<file path="src/rtl/if_fetch_queue_if.sv">
// Fetch-stage bus bundle: imem request/response plus decode-side handshake.
interface if_fetch_queue_if #(
    parameter int ADDR_W = 32,
    parameter int DATA_W = 32
);
    logic              imem_req;
    logic [ADDR_W-1:0] imem_addr;
    logic              imem_ack;
    logic [DATA_W-1:0] imem_rdata;
    logic              out_valid;
    logic              out_ready;
    logic [DATA_W-1:0] out_instr;
    logic [ADDR_W-1:0] out_pc;
    logic [ADDR_W-1:0] out_pc_plus_4;

    modport master (
        output imem_req, imem_addr,
        output out_valid, out_instr, out_pc, out_pc_plus_4,
        input  imem_ack, imem_rdata, out_ready
    );

    modport slave (
        input  imem_req, imem_addr,
        input  out_valid, out_instr, out_pc, out_pc_plus_4,
        output imem_ack, imem_rdata, out_ready
    );
endinterface

</file>
<file path="src/rtl/if_fetch_queue.sv">
// Instruction fetch stage with a DEPTH-entry {pc,instr} prefetch queue.
// Define IF_PERF_CNT_EN to add perf_fetched / perf_discarded counters.
module if_fetch_queue #(
    parameter int                ADDR_W   = 32,
    parameter int                DATA_W   = 32,
    parameter int                DEPTH    = 4,
    parameter logic [ADDR_W-1:0] RESET_PC = '0,
    parameter int                PC_INC   = 4
) (
    input  logic                    clk,
    input  logic                    reset,
    input  logic                    stall,
    input  logic                    redirect,
    input  logic [ADDR_W-1:0]       redirect_pc,
    if_fetch_queue_if.master        bus,
`ifdef IF_PERF_CNT_EN
    output logic [31:0]             perf_fetched,
    output logic [31:0]             perf_discarded,
`endif
    output logic [$clog2(DEPTH):0]  fifo_count
);
    localparam int PW = $clog2(DEPTH);
    localparam int CW = PW + 1;
    localparam int NW = CW + 1;

    typedef enum logic [1:0] {
        S_IDLE,
        S_WAIT,
        S_DISCARD
    } state_t;

    state_t            state_q, state_d;
    logic [ADDR_W-1:0] fetch_pc_q, fetch_pc_d;
    logic [ADDR_W-1:0] addr_q, addr_d;
    logic [CW-1:0]     cnt_q, cnt_d;
    logic [PW-1:0]     wr_q, wr_d;
    logic [PW-1:0]     rd_q, rd_d;
    logic [ADDR_W-1:0] pc_mem    [DEPTH];
    logic [DATA_W-1:0] instr_mem [DEPTH];

    logic              push, pop, issue;
    logic [NW-1:0]     next_cnt;
    logic [ADDR_W-1:0] pc_next;

    assign pop      = (cnt_q != '0) && bus.out_ready;
    assign push     = bus.imem_ack && (state_q == S_WAIT) && !redirect;
    assign next_cnt = {1'b0, cnt_q} + NW'(push) - NW'(pop);
    assign issue    = !stall && !redirect && (next_cnt < NW'(DEPTH));
    assign pc_next  = fetch_pc_q + ADDR_W'(PC_INC);

    always_comb begin
        state_d    = state_q;
        fetch_pc_d = fetch_pc_q;
        addr_d     = addr_q;
        cnt_d      = next_cnt[CW-1:0];
        wr_d       = push ? wr_q + 1'b1 : wr_q;
        rd_d       = pop ? rd_q + 1'b1 : rd_q;
        if (redirect) begin
            cnt_d      = '0;
            wr_d       = '0;
            rd_d       = '0;
            fetch_pc_d = redirect_pc;
        end
        unique case (state_q)
            S_IDLE: begin
                if (issue) begin
                    state_d = S_WAIT;
                    addr_d  = fetch_pc_q;
                end
            end
            S_WAIT: begin
                if (bus.imem_ack) begin
                    if (redirect) begin
                        state_d = S_IDLE;
                    end else begin
                        fetch_pc_d = pc_next;
                        if (issue) addr_d = pc_next;
                        else       state_d = S_IDLE;
                    end
                end else if (redirect) begin
                    state_d = S_DISCARD;
                end
            end
            S_DISCARD: begin
                if (bus.imem_ack) state_d = S_IDLE;
            end
            default: state_d = S_IDLE;
        endcase
    end

    always_ff @(posedge clk) begin
        if (!reset) begin
            state_q    <= S_IDLE;
            fetch_pc_q <= RESET_PC;
            addr_q     <= RESET_PC;
            cnt_q      <= '0;
            wr_q       <= '0;
            rd_q       <= '0;
        end else begin
            state_q    <= state_d;
            fetch_pc_q <= fetch_pc_d;
            addr_q     <= addr_d;
            cnt_q      <= cnt_d;
            wr_q       <= wr_d;
            rd_q       <= rd_d;
        end
    end

    // Storage needs no reset: occupancy is tracked by cnt_q alone.
    always_ff @(posedge clk) begin
        if (push) begin
            pc_mem[wr_q]    <= addr_q;
            instr_mem[wr_q] <= bus.imem_rdata;
        end
    end

    assign bus.imem_req      = (state_q != S_IDLE);
    assign bus.imem_addr     = addr_q;
    assign bus.out_valid     = (cnt_q != '0);
    assign bus.out_instr     = instr_mem[rd_q];
    assign bus.out_pc        = pc_mem[rd_q];
    assign bus.out_pc_plus_4 = pc_mem[rd_q] + ADDR_W'(PC_INC);
    assign fifo_count        = cnt_q;

`ifdef IF_PERF_CNT_EN
    logic [31:0] fetched_q, discarded_q;
    logic        drop;

    assign drop = bus.imem_ack &&
                  ((state_q == S_DISCARD) ||
                   ((state_q == S_WAIT) && redirect));

    always_ff @(posedge clk) begin
        if (!reset) begin
            fetched_q   <= '0;
            discarded_q <= '0;
        end else begin
            if (push && (fetched_q != '1))
                fetched_q <= fetched_q + 32'd1;
            if (drop && (discarded_q != '1))
                discarded_q <= discarded_q + 32'd1;
        end
    end

    assign perf_fetched   = fetched_q;
    assign perf_discarded = discarded_q;
`endif
endmodule

</file>
<file path="src/flat_wrapper.sv">
// flat-port wrapper written by rule: the top's interface ports become plain ports
module if_fetch_queue_flat 
#(
    parameter int                ADDR_W   = 32,
    parameter int                DATA_W   = 32,
    parameter int                DEPTH    = 4,
    parameter logic [ADDR_W-1:0] RESET_PC = '0,
    parameter int                PC_INC   = 4
)
  (clk, reset, stall, redirect, redirect_pc, fifo_count, bus_imem_req, bus_imem_addr, bus_out_valid, bus_out_instr, bus_out_pc, bus_out_pc_plus_4, bus_imem_ack, bus_imem_rdata, bus_out_ready);
  if_fetch_queue_if #(.ADDR_W(ADDR_W), .DATA_W(DATA_W)) bus_i ();
  input  logic clk;
  input  logic reset;
  input  logic stall;
  input  logic redirect;
  input  logic [ADDR_W-1:0] redirect_pc;
  output logic [$clog2(DEPTH):0] fifo_count;
  output wire logic [$bits(bus_i.imem_req)-1:0] bus_imem_req;
  output wire logic [$bits(bus_i.imem_addr)-1:0] bus_imem_addr;
  output wire logic [$bits(bus_i.out_valid)-1:0] bus_out_valid;
  output wire logic [$bits(bus_i.out_instr)-1:0] bus_out_instr;
  output wire logic [$bits(bus_i.out_pc)-1:0] bus_out_pc;
  output wire logic [$bits(bus_i.out_pc_plus_4)-1:0] bus_out_pc_plus_4;
  input wire logic [$bits(bus_i.imem_ack)-1:0] bus_imem_ack;
  input wire logic [$bits(bus_i.imem_rdata)-1:0] bus_imem_rdata;
  input wire logic [$bits(bus_i.out_ready)-1:0] bus_out_ready;
  assign bus_imem_req = bus_i.imem_req;
  assign bus_imem_addr = bus_i.imem_addr;
  assign bus_out_valid = bus_i.out_valid;
  assign bus_out_instr = bus_i.out_instr;
  assign bus_out_pc = bus_i.out_pc;
  assign bus_out_pc_plus_4 = bus_i.out_pc_plus_4;
  assign bus_i.imem_ack = bus_imem_ack;
  assign bus_i.imem_rdata = bus_imem_rdata;
  assign bus_i.out_ready = bus_out_ready;
  if_fetch_queue #(.ADDR_W(ADDR_W), .DATA_W(DATA_W), .DEPTH(DEPTH), .RESET_PC(RESET_PC), .PC_INC(PC_INC)) u_core (.clk(clk), .reset(reset), .stall(stall), .redirect(redirect), .redirect_pc(redirect_pc), .bus(bus_i), .fifo_count(fifo_count));
endmodule
</file>
<file path="config.mk">
export PLATFORM = sky130hd
export DESIGN_NAME = if_fetch_queue_flat
export DESIGN_NICKNAME = d
export VERILOG_FILES = /design/src/rtl/if_fetch_queue_if.sv /design/src/rtl/if_fetch_queue.sv /design/src/flat_wrapper.sv
export SDC_FILE = /design/constraint.sdc
export NUM_CORES = 1
export LEC_CHECK = 0
export BUFFER_PORTS_ARGS = -buffer_cell sky130_fd_sc_hd__clkbuf_2
export CAP_MARGIN = 20
export CORE_MARGIN = 2
export CORE_UTILIZATION = 57
export DETAILED_ROUTE_END_ITERATION = 16
export PLACE_DENSITY = 0.8
export SETUP_SLACK_MARGIN = 0.2
export SYNTH_ARGS = -nofsm -noshare
export SYNTH_HDL_FRONTEND = slang
export SYNTH_SLANG_ARGS = --single-unit
</file>
<file path="constraint.sdc">
create_clock -name clk -period 4.5 [get_ports clk]
set_input_delay 0.45 -clock clk [delete_from_list [all_inputs] [get_ports clk]]
set_output_delay 0.45 -clock clk [all_outputs]
set_load 0.01 [all_outputs]
</file>
## After elaboration in Yosys (flattened, before gate mapping)

Memories as Yosys holds them, arrays and structs flattened. A register that Yosys moved wholly into a read port is not among the register bits.
Cells that the tools add are included.
W data, S select, Z words.

- Flip-flop bits (word level): 73
- Bits in writable memories: 256
- Bits of input ports: 70
- Output and inout port bits: 133
- Memories kept: 2

Memory list:

| name | words | width | read ports | clocked after memory_dff | write ports | RTL line | source |
|---|---|---|---|---|---|---|---|
| u_core.instr_mem | 4 | 32 | 1 | 1 | 1 | if_fetch_queue.sv:39 | `logic [DATA_W-1:0] instr_mem [DEPTH];` |
| u_core.pc_mem | 4 | 32 | 1 | 1 | 1 | if_fetch_queue.sv:38 | `logic [ADDR_W-1:0] pc_mem [DEPTH];` |

- Add/subtract/negate cells: 6
- Order comparisons: 1
- Equal/unequal tests: 9
- Multiplexer cells: 22
- Bitwise logic cells: 1
- Reduce and logical (&&, ||, !) cells: 14

Operators by type and width:

| operator | number |
|---|---|
| $mux W32 | 8 |
| $add A32 B3 Y32 const B | 2 |
| $pmux W32 S2 | 1 |
| $mux W2 | 10 |
| $ne A2 B2 Y1 const B | 3 |
| $ne A3 B3 Y1 const B | 2 |
| $pmux W2 S3 | 1 |
| $logic_and A1 B1 Y1 | 5 |
| $reduce_and A5 Y1 | 1 |
| $add A2 B1 Y2 const B | 2 |
| $add A3 B1 Y4 | 1 |
| $lt A4 B3 Y1 const B | 1 |
| $ne A2 B1 Y1 const B | 2 |
| $reduce_and A4 Y1 | 1 |
| $reduce_bool A2 Y1 | 2 |
| $sub A4 B1 Y4 | 1 |
| $reduce_bool A3 Y1 | 1 |
| $eq A2 B1 Y1 const B | 1 |
| $eq A2 B2 Y1 const B | 1 |
| $logic_not A1 Y1 | 2 |
| $logic_not A2 Y1 | 1 |
| $mux W1 | 2 |
| $reduce_or A2 Y1 | 1 |
| $not A1 Y1 | 1 |

## Longest topological paths before layout

Gate-level depths: netlist (run 1).

- Word-level depth: 11
- Gate-level depth with buffers: 12

## Worst setup path after synthesis (run 1)

Ideal clock, no wire load.

- Path type: flip-flop to flip-flop
- Start: register u_core.cnt_q[1] (netlist: u_core.fifo_count[1])
- End: register u_core.addr_q[10] (netlist: u_core.bus.imem_addr[10])
- Library setup time: 0.139 ns
- Data arrival time: 3.218 ns
- Data required time: 4.361 ns
- Path slack: 1.143 ns
- Stages on the path, launching flop included: 13
- Buffers on the path: 1
- Period minus slack after synthesis: 3.357 ns
- Cell sequence: dfxtp_1 > or3_1 > and2_1 > ha_1 > inv_1 > ha_1 > inv_1 > fa_1 > xnor2_1 > or3_1 > nor3_2 > clkbuf_1 > a211oi_1

- Word-level cells in the longest chain between the ends: 7

Ends and longest elaborated chain:

| what | RTL line | source |
|---|---|---|
| start: declaration | if_fetch_queue.sv:35 | `logic [CW-1:0] cnt_q, cnt_d;` |
| start signal: assignment | if_fetch_queue.sv:103 | `cnt_q <= cnt_d;` |
| $reduce_bool A3 Y1 (*) | n/a |  |
| via bus_out_valid | flat_wrapper.sv:20 | `output wire logic [$bits(bus_i.out_valid)-1:0] bus_out_valid;` |
| $logic_and A1 B1 Y1 (*) | if_fetch_queue.sv:45 | `assign pop = (cnt_q != '0) && bus.out_ready;` |
| via u_core.pop | if_fetch_queue.sv:41 | `logic push, pop, issue;` |
| $sub A4 B1 Y4 (*) | if_fetch_queue.sv:47 | `assign next_cnt = {1'b0, cnt_q} + NW'(push) - NW'(pop);` |
| $lt A4 B3 Y1 (*) | if_fetch_queue.sv:48 | `assign issue = !stall && !redirect && (next_cnt < NW'(DEPTH));` |
| $logic_and A1 B1 Y1 (*) | if_fetch_queue.sv:48 |  |
| $ne A2 B1 Y1 (no source line) | n/a |  |
| $reduce_and A5 Y1 (no source line) (*) | n/a |  |
| end signal: assignment | if_fetch_queue.sv:102 | `addr_q <= addr_d;` |
| end: declaration | if_fetch_queue.sv:34 | `logic [ADDR_W-1:0] addr_q, addr_d;` |

The timed path passes the listed nets; every way through them passes the cells marked *.
A chain may end at the register's enable or synchronous reset.

==> impl_metrics.csv, run 1 <==
group,metric,value,unit
clocking,cts-root-buf,"sky130_fd_sc_hd__clkbuf_16",
routing,total_via_count_in_the_routed_design,8538,
timing,finalHoldViolCount,0,
clocking,clock_latency,0.52,ns
clocking,clock_tree.htree_level_count,2,
critical_path,crit_path_max_incr_delay,0.83,ns
die,floorplan.initialDensity,58.0,%
critical_path,critical_path.reg2reg.startpoint,"u_core.fifo_count[1]$_SDFF_PP0_",
critical_path,cp.arrival,3.14,ns
synthesis,synth-warning-count,0,
die,design.core.area,24200,sq um
critical_path,timing.critical_path.to_type,"output pin",
routing,route.antenna.remaining_nets,0,
pwr,power.ir.vdd_worst,250,uV
routing,post-route-drc-count,0,
synthesis,synth-compound-area-share,5.00,%
synthesis,post_synth_net_total,972,
timing,rsz0062_at_grt,"no",
place,gpl.final_weighted_congestion,0.876,
critical_path,cpLargestDelayFamily,"simple AND/OR/NAND/NOR gates",
final_layout,design.final.nets,1167,
clocking,cts_hold_buf,0,
synthesis,synth_top_area_share,54.7,%
timing,setup_total_negative_slack,0,ns
timing,finalClockSkew,0.0146,ns
clocking,clock_sinks,331,
place,numPortBuffers,202,
timing,max_slew_margin,33.1,%
timing,post-route-min-period,3.59,ns
die,std_cell_rows,57,
synthesis,part_of_the_yosys_area_used_for_sequential_elements,65.4,%
synthesis,post_synth_mux_area_share,11.0,%
clocking,cts_resized,0,
timing,tightestPinTransition,1.00,ns
critical_path,cp_num_buf_inv,1,
critical_path,critical_path.startpoint_type,"flip-flop",
die,die_area,25900,sq um
synthesis,synth_edf_count,256,
final_layout,drive_gt1_share,34.3,%
routing,route.final.wire_length,31000,um
timing,maxClockFrequency,0.279,GHz
synthesis,combinational_family_with_the_most_area_after_synthesis,"multiplexers",
final_layout,insertedDiodeCount,0,
grt,first_pass_grt_wire_length,47800,um
routing,via_per_inst,5.94,
outcome,outcome,"finished clean",
synthesis,synthesis.area,14100,sq um
clocking,clk_transition_reported_paths,0.06,ns
die,top_level_ports,203,
timing,final.setup.worst_slack,0.914,ns
routing,route.detailed.wl_per_inst,21.5,um
synthesis,synth-adder-area-share,1.03,%
place,dp_worst_setup_slack,1.21,ns
critical_path,cp_data_required_time,4.05,ns
timing,timing.final.setup_violations,0,
synthesis,synth_top_cell_by_area,"sky130_fd_sc_hd__edfxtp_1",
clocking,cts_tree,"done",
clocking,clockBufferDepth,3,
synthesis,postSynth.asyncResetShare,0,%
synthesis,synthMostInstantiatedCell,"sky130_fd_sc_hd__edfxtp_1",
synthesis,postSynthCellCount,891,
die,die_w,161,um
pwr,p_leak,5.74,nW
clocking,cts_inserted_buffers,36,
grt,global_route.overflow_total,0,
timing,final_min_period_over_clock_period,79.7,%
grt,grt_pass1_vias,8402,
critical_path,critical_path.max_fanout,37,
clocking,cts_setup_buffers,0,
synthesis,synthDistinctLibCells,54,
final_layout,layout_overhead_on_the_synthesized_area,17.5,%
grt,global_route.usage.total,23.9,%
final_layout,stdcell_count,1438,
worst_hold_path,hold_path_class,"input port to flip-flop",
routing,drtIter0Drc,683,
worst_hold_path,hold_crit_start,"bus_imem_rdata[20]",
grt,grt_start_max_net_pins,65,
pwr,power_density,408,nW/um^2
synthesis,synth_flop_cell,"sky130_fd_sc_hd__edfxtp_1",
place,dp_hpwl,19700,um
timing,fin_worst_hold_slack,0.152,ns
critical_path,path_cells,"mux4_2 -> and3_1 -> nand4_4 -> nor3_2 -> xor2_1 -> clkbuf_2",
critical_path,critical-path-slowest-cell,"sky130_fd_sc_hd__dfxtp_4",
timing,timing.final.max_slew_violations,0,
synthesis,synth_area_per_cell,15.8,sq um
synthesis,post_synth_main_area_contributors,"sky130_fd_sc_hd__edfxtp_1 55%, sky130_fd_sc_hd__dfxtp_1 11%, sky130_fd_sc_hd__mux4_2 9.8%, sky130_fd_sc_hd__xnor2_1 3.4%, sky130_fd_sc_hd__xor2_1 2.3%",
grt,antenna_found_initial,0,
critical_path,timing_worst_setup_path_type,"flip-flop to output pin",
synthesis,synthTopCellsByCount,"256 x sky130_fd_sc_hd__edfxtp_1, 75 x sky130_fd_sc_hd__dfxtp_1, 61 x sky130_fd_sc_hd__mux4_2",
synthesis,synthXorXnorAreaFrac,5.73,%
routing,detail_route.first_pass.iterations,5,
synthesis,synth_simple_gate_area_share,9.35,%
place,numPlacedInstances,1372,
job,maximum_capacitance_violations,0,
die,floorplan.die.height,161,um
synthesis,ys_seq_elements,331,
## cell type report
type / count / area (sq um)
Tap cell: 324 / 405
Sequential cell: 331 / 9200
Multi-Input combinational cell: 486 / 4560
Fill cell: 1673 / 7730
Timing Repair Buffer: 214 / 1100
Clock inverter: 23 / 234
Inverter: 17 / 63.8
Clock buffer: 43 / 958
## worst reg2reg max path, delay by kind of cell, from the launching register on
kind / cells / cell delay [ns]
AND/OR/NAND/NOR: 3 / 1.08
XOR/XNOR: 1 / 0.17
AO/OA/AOI/OAI: 2 / 0.43
flip-flops: 1 / 0.35
buffers and inverters: 3 / 0.45
adder cells (fa/ha/maj): 3 / 0.81
## routing by layer
layer  part of all wire, %  track usage, %
met1                    42            33.8
met2                    48            38.1
met3                   7.4            4.85
met5                     0               0
met4                   2.2            6.94
## power by group
part / internal (W) / switching, W
combinational: 0.000145 / 0.000202
clock: 0.00176 / 0.00118
sequential: 0.00336 / 0.0000899
total: 0.00526 / 0.00147
## registers in the layout, summed over array words and instances (netlist names), named ones only
register and flops:
u_core.fetch_pc_q 32, u_core.rd_q 2, u_core.instr_mem 128, u_core.wr_q 2, u_core.state_q 2, u_core.pc_mem 128
u_core.bus.imem_addr 32, u_core.fifo_count 3
## cells in the final DEF, fill, tap and decap left out, drive strengths merged, types with 12 or more instances in the layout
cell | synthesis | routed
xnor2 | 55 | 55
edfxtp | 256 | 256
and3 | 13 | 13
clkbuf | 34 | 245
inv | 16 | 18
clkinv | 1 | 15
nand4 | 23 | 23
nor2 | 36 | 36
nor4 | 21 | 21
buf | 23 | 12
nand3 | 17 | 17
a31oi | 28 | 28
nand2 | 36 | 36
dfxtp | 75 | 75
xor2 | 37 | 37
a21oi | 16 | 16
mux4 | 64 | 64
a211oi | 35 | 35
nor3 | 32 | 32
## path summary, 6_finish.rpt
check,end,slack (ns),cells past startpoint
min,u_core.instr_mem[1][20]$_DFFE_PP_,0.15,1
max reg2reg,u_core.bus.imem_addr[23]$_SDFFE_PN0P_,1.11,12
min reg2reg,u_core.wr_q[1]$_SDFFE_PP0N_,0.51,2
max,bus_out_pc_plus_4[21],0.91,6
## through the flow
stage | util, % | instance area, sq um | power (W)
after global placement | 63.2 | 15300 | 0.00384
after floorplan | - | 14100 | 0.00369
after detailed placement | 63.2 | 15300 | 0.00385
final | 68.1 | 16500 | 0.00673
after global routing | 68.1 | 16500 | 0.00693
after CTS | 68.1 | 16500 | 0.00677
## kinds of logic (layout without fill, tap and decap cells)
family / after synthesis / after routing
buf+inv: 74 / 297
simple gates: 208 / 208
xor+xnor: 92 / 92
compound gates: 101 / 101
mux: 74 / 74
fa+ha+maj: 11 / 11
flops: 331 / 331
(Power assumes the default switching activity.)
==> run 2, diff against run 1 <==
Settings changed: CORE_UTILIZATION 57 to 52, PLACE_DENSITY 0.8 to 0.76.
Clock period 4.5 ns to 2.85 ns, I/O delays scaled along.
==> run 2 against run 1 <==
  * The run now ends with negative setup slack left
  * Via count rose by 4.4%
  * Final cell count rose by 8.3%
  * First-iteration DRC count rose by 21%
  * Clock skew barely moved
  * Count of clock-buffer cells in the layout fell by 6
  * Global-route usage fell by 1.5 points
  * Register-to-register slack got worse by 1.2 ns
  * Highest routed layer unchanged
==> impl_metrics.csv, run 2 (same netlist as run 1, synthesis figures left out) <==
group,metric,value,unit
die,std_cell_rows,60,
timing,rsz0062_at_grt,"yes",
clocking,cts_tree,"done",
timing,max_slew_margin,47.4,%
place,gpl.final_weighted_congestion,0.863,
grt,antenna_found_initial,0,
die,floorplan.die.height,168,um
clocking,cts_inserted_buffers,35,
final_layout,multi_input_area,4890,sq um
clocking,clock_tree.htree_level_count,2,
grt,grt_start_max_net_pins,53,
timing,final_min_period_over_clock_period,103,%
final_layout,final_cell_mix,"256 x sky130_fd_sc_hd__edfxtp_1, 180 x sky130_fd_sc_hd__clkbuf_2, 71 x sky130_fd_sc_hd__dfxtp_1",
clocking,clock_sinks,331,
final_layout,layout_overhead_on_the_synthesized_area,27.6,%
timing,tightestPinTransition,0.788,ns
die,top_level_ports,203,
final_layout,most_common_library_cell_in_the_layout_ignoring_fill_and_taps,"sky130_fd_sc_hd__edfxtp_1",
place,numPlacedInstances,1414,
die,die_area,28400,sq um
critical_path,timing_worst_setup_path_type,"flip-flop to flip-flop",
pwr,power.ir.vdd_worst,435,uV
routing,route.final.wire_length,32400,um
routing,drtIter0Drc,829,
routing,route.antenna.remaining_nets,0,
die,floorplan.initialDensity,52.6,%
grt,global_route.overflow_total,0,
critical_path,crit_path_max_incr_delay,0.38,ns
routing,route.detailed.wl_per_inst,20.8,um
pwr,power_density,590,nW/um^2
final_layout,top_regs,"u_core.instr_mem: 128 flops, u_core.pc_mem: 128 flops",
timing,finalHoldViolCount,0,
routing,detail_route.first_pass.iterations,5,
clocking,clk_transition_reported_paths,0.06,ns
timing,timing.final.setup_violations,33,
place,dp_hpwl,20300,um
critical_path,cp.arrival,3.29,ns
critical_path,critical_path.startpoint_type,"flip-flop",
job,maximum_capacitance_violations,0,
worst_hold_path,hold_path_class,"input port to flip-flop",
clocking,clockBufferDepth,3,
critical_path,critical-path-slowest-cell,"sky130_fd_sc_hd__or3_4",
timing,post-route-min-period,2.93,ns
die,die_w,168,um
pwr,p_leak,6.37,nW
timing,timing.final.max_slew_violations,0,
routing,post-route-drc-count,0,
critical_path,cp_data_required_time,3.21,ns
clocking,cts-root-buf,"sky130_fd_sc_hd__clkbuf_16",
final_layout,insertedDiodeCount,0,
routing,total_via_count_in_the_routed_design,8913,
die,design.core.area,26700,sq um
final_layout,filler_cell_count,1841,
grt,grt_pass1_vias,8716,
final_layout,drive_gt1_share,42.0,%
final_layout,regArea,9200,sq um
critical_path,critical_path.max_fanout,7,
routing,via_per_inst,5.72,
outcome,outcome,"complete, but fails checks",
timing,final.setup.worst_slack,-0.0791,ns
place,numPortBuffers,202,
grt,global_route.usage.total,22.4,%
critical_path,timing.critical_path.to_type,"flip-flop",
final_layout,stdcell_count,1557,
grt,first_pass_grt_wire_length,49100,um
critical_path,path_cells,"or3_4 -> and2_4 -> ha_4 -> inv_4 -> ha_4 -> inv_2 -> fa_2 -> xnor2_4 -> or3_4 -> nor3_4 -> buf_6 -> clkbuf_16 -> a211oi_2",
outcome,failed_checks,"negative setup slack",
final_layout,design.final.nets,1272,
timing,maxClockFrequency,0.341,GHz
pwr,post-layout-total-power,0.0106,W
timing,finalClockSkew,0.0144,ns
clocking,clock_latency,0.52,ns
## run 2: report_power, final
part / switching [W] / internal, W / total, W / leakage [nW]
clock: 0.00184 / 0.00259 / 0.00443 / 0.540
combinational: 0.000381 / 0.000328 / 0.000709 / 2.89
sequential: 0.000131 / 0.00530 / 0.00543 / 2.94
## run 2: what timing repair did
item / CTS / global route
setup buffers: 32 / 12
hold endpoints to repair: 108 / 0
resized for setup: 29 / 58
endpoints found under the setup margin: 82 / 59
pin swaps: 18 / 24
gates cloned: 3 / 4
hold buffers: 30 / 0
## run 2: stage by stage
step	hold WS, ns	instance area, sq um	setup TNS (ns)	util (%)	setup slack (ns)
floorplan	0.364	14200	-1.58	-	-0.112
finish	0.0107	17900	-1.57	67.1	-0.0791
detailed placement	0.481	15800	-0.553	59.0	-0.0447
global route	0.00784	17900	-5.61	67.1	-0.164
global placement	0.475	15800	0	59.0	0.00803
CTS	0.0000513	17600	-1.23	65.9	-0.0566
## run 2: layout make-up
cell class | instances | area share (%)
Clock inverter | 25 | 1.24
Clock buffer | 37 | 5.04
Inverter | 17 | 0.370
Timing Repair Buffer | 318 | 12.4
Multi-Input combinational cell | 488 | 27.3
Sequential cell | 331 | 51.3
Tap cell | 341 | 2.38
## run 2: final timing paths
check	from	endpoint	cells after the start	slack (ns)
worst max-delay path	u_core.fifo_count[0]$_SDFF_PP0_	u_core.bus.imem_addr[25]$_SDFFE_PN0P_	13	-0.08
worst min-delay path	redirect_pc[12]	u_core.fetch_pc_q[12]$_SDFF_PN0_	3	0.01
worst max register to register	u_core.fifo_count[0]$_SDFF_PP0_	u_core.bus.imem_addr[25]$_SDFFE_PN0P_	13	-0.08
worst min register to register	u_core.fetch_pc_q[0]$_SDFFE_PN0P_	u_core.bus.imem_addr[0]$_SDFFE_PN0P_	2	0.49
## run 2: worst max-delay path, delay by kind of cell, from the launching register on
kind                       cells  cell delay (ns)
and+or+nand+nor                4             1.07
adders and majority gates      3             0.72
AOI/OAI and AO/OA              1             0.06
xor gates and xnor gates       1             0.17
buffers and inverters          4             0.42
DFF                            1             0.32
## run 2: routing by layer
metal | part of all wire, % | GRT usage [%] | up-vias
li1 | - | - | 4097
met1 | 43 | 31.2 | 4406
met2 | 49 | 36.5 | 356
met3 | 6.3 | 4.00 | 54
met4 | 2.2 | 6.60 | 0
met5 | 0 | 0 | -
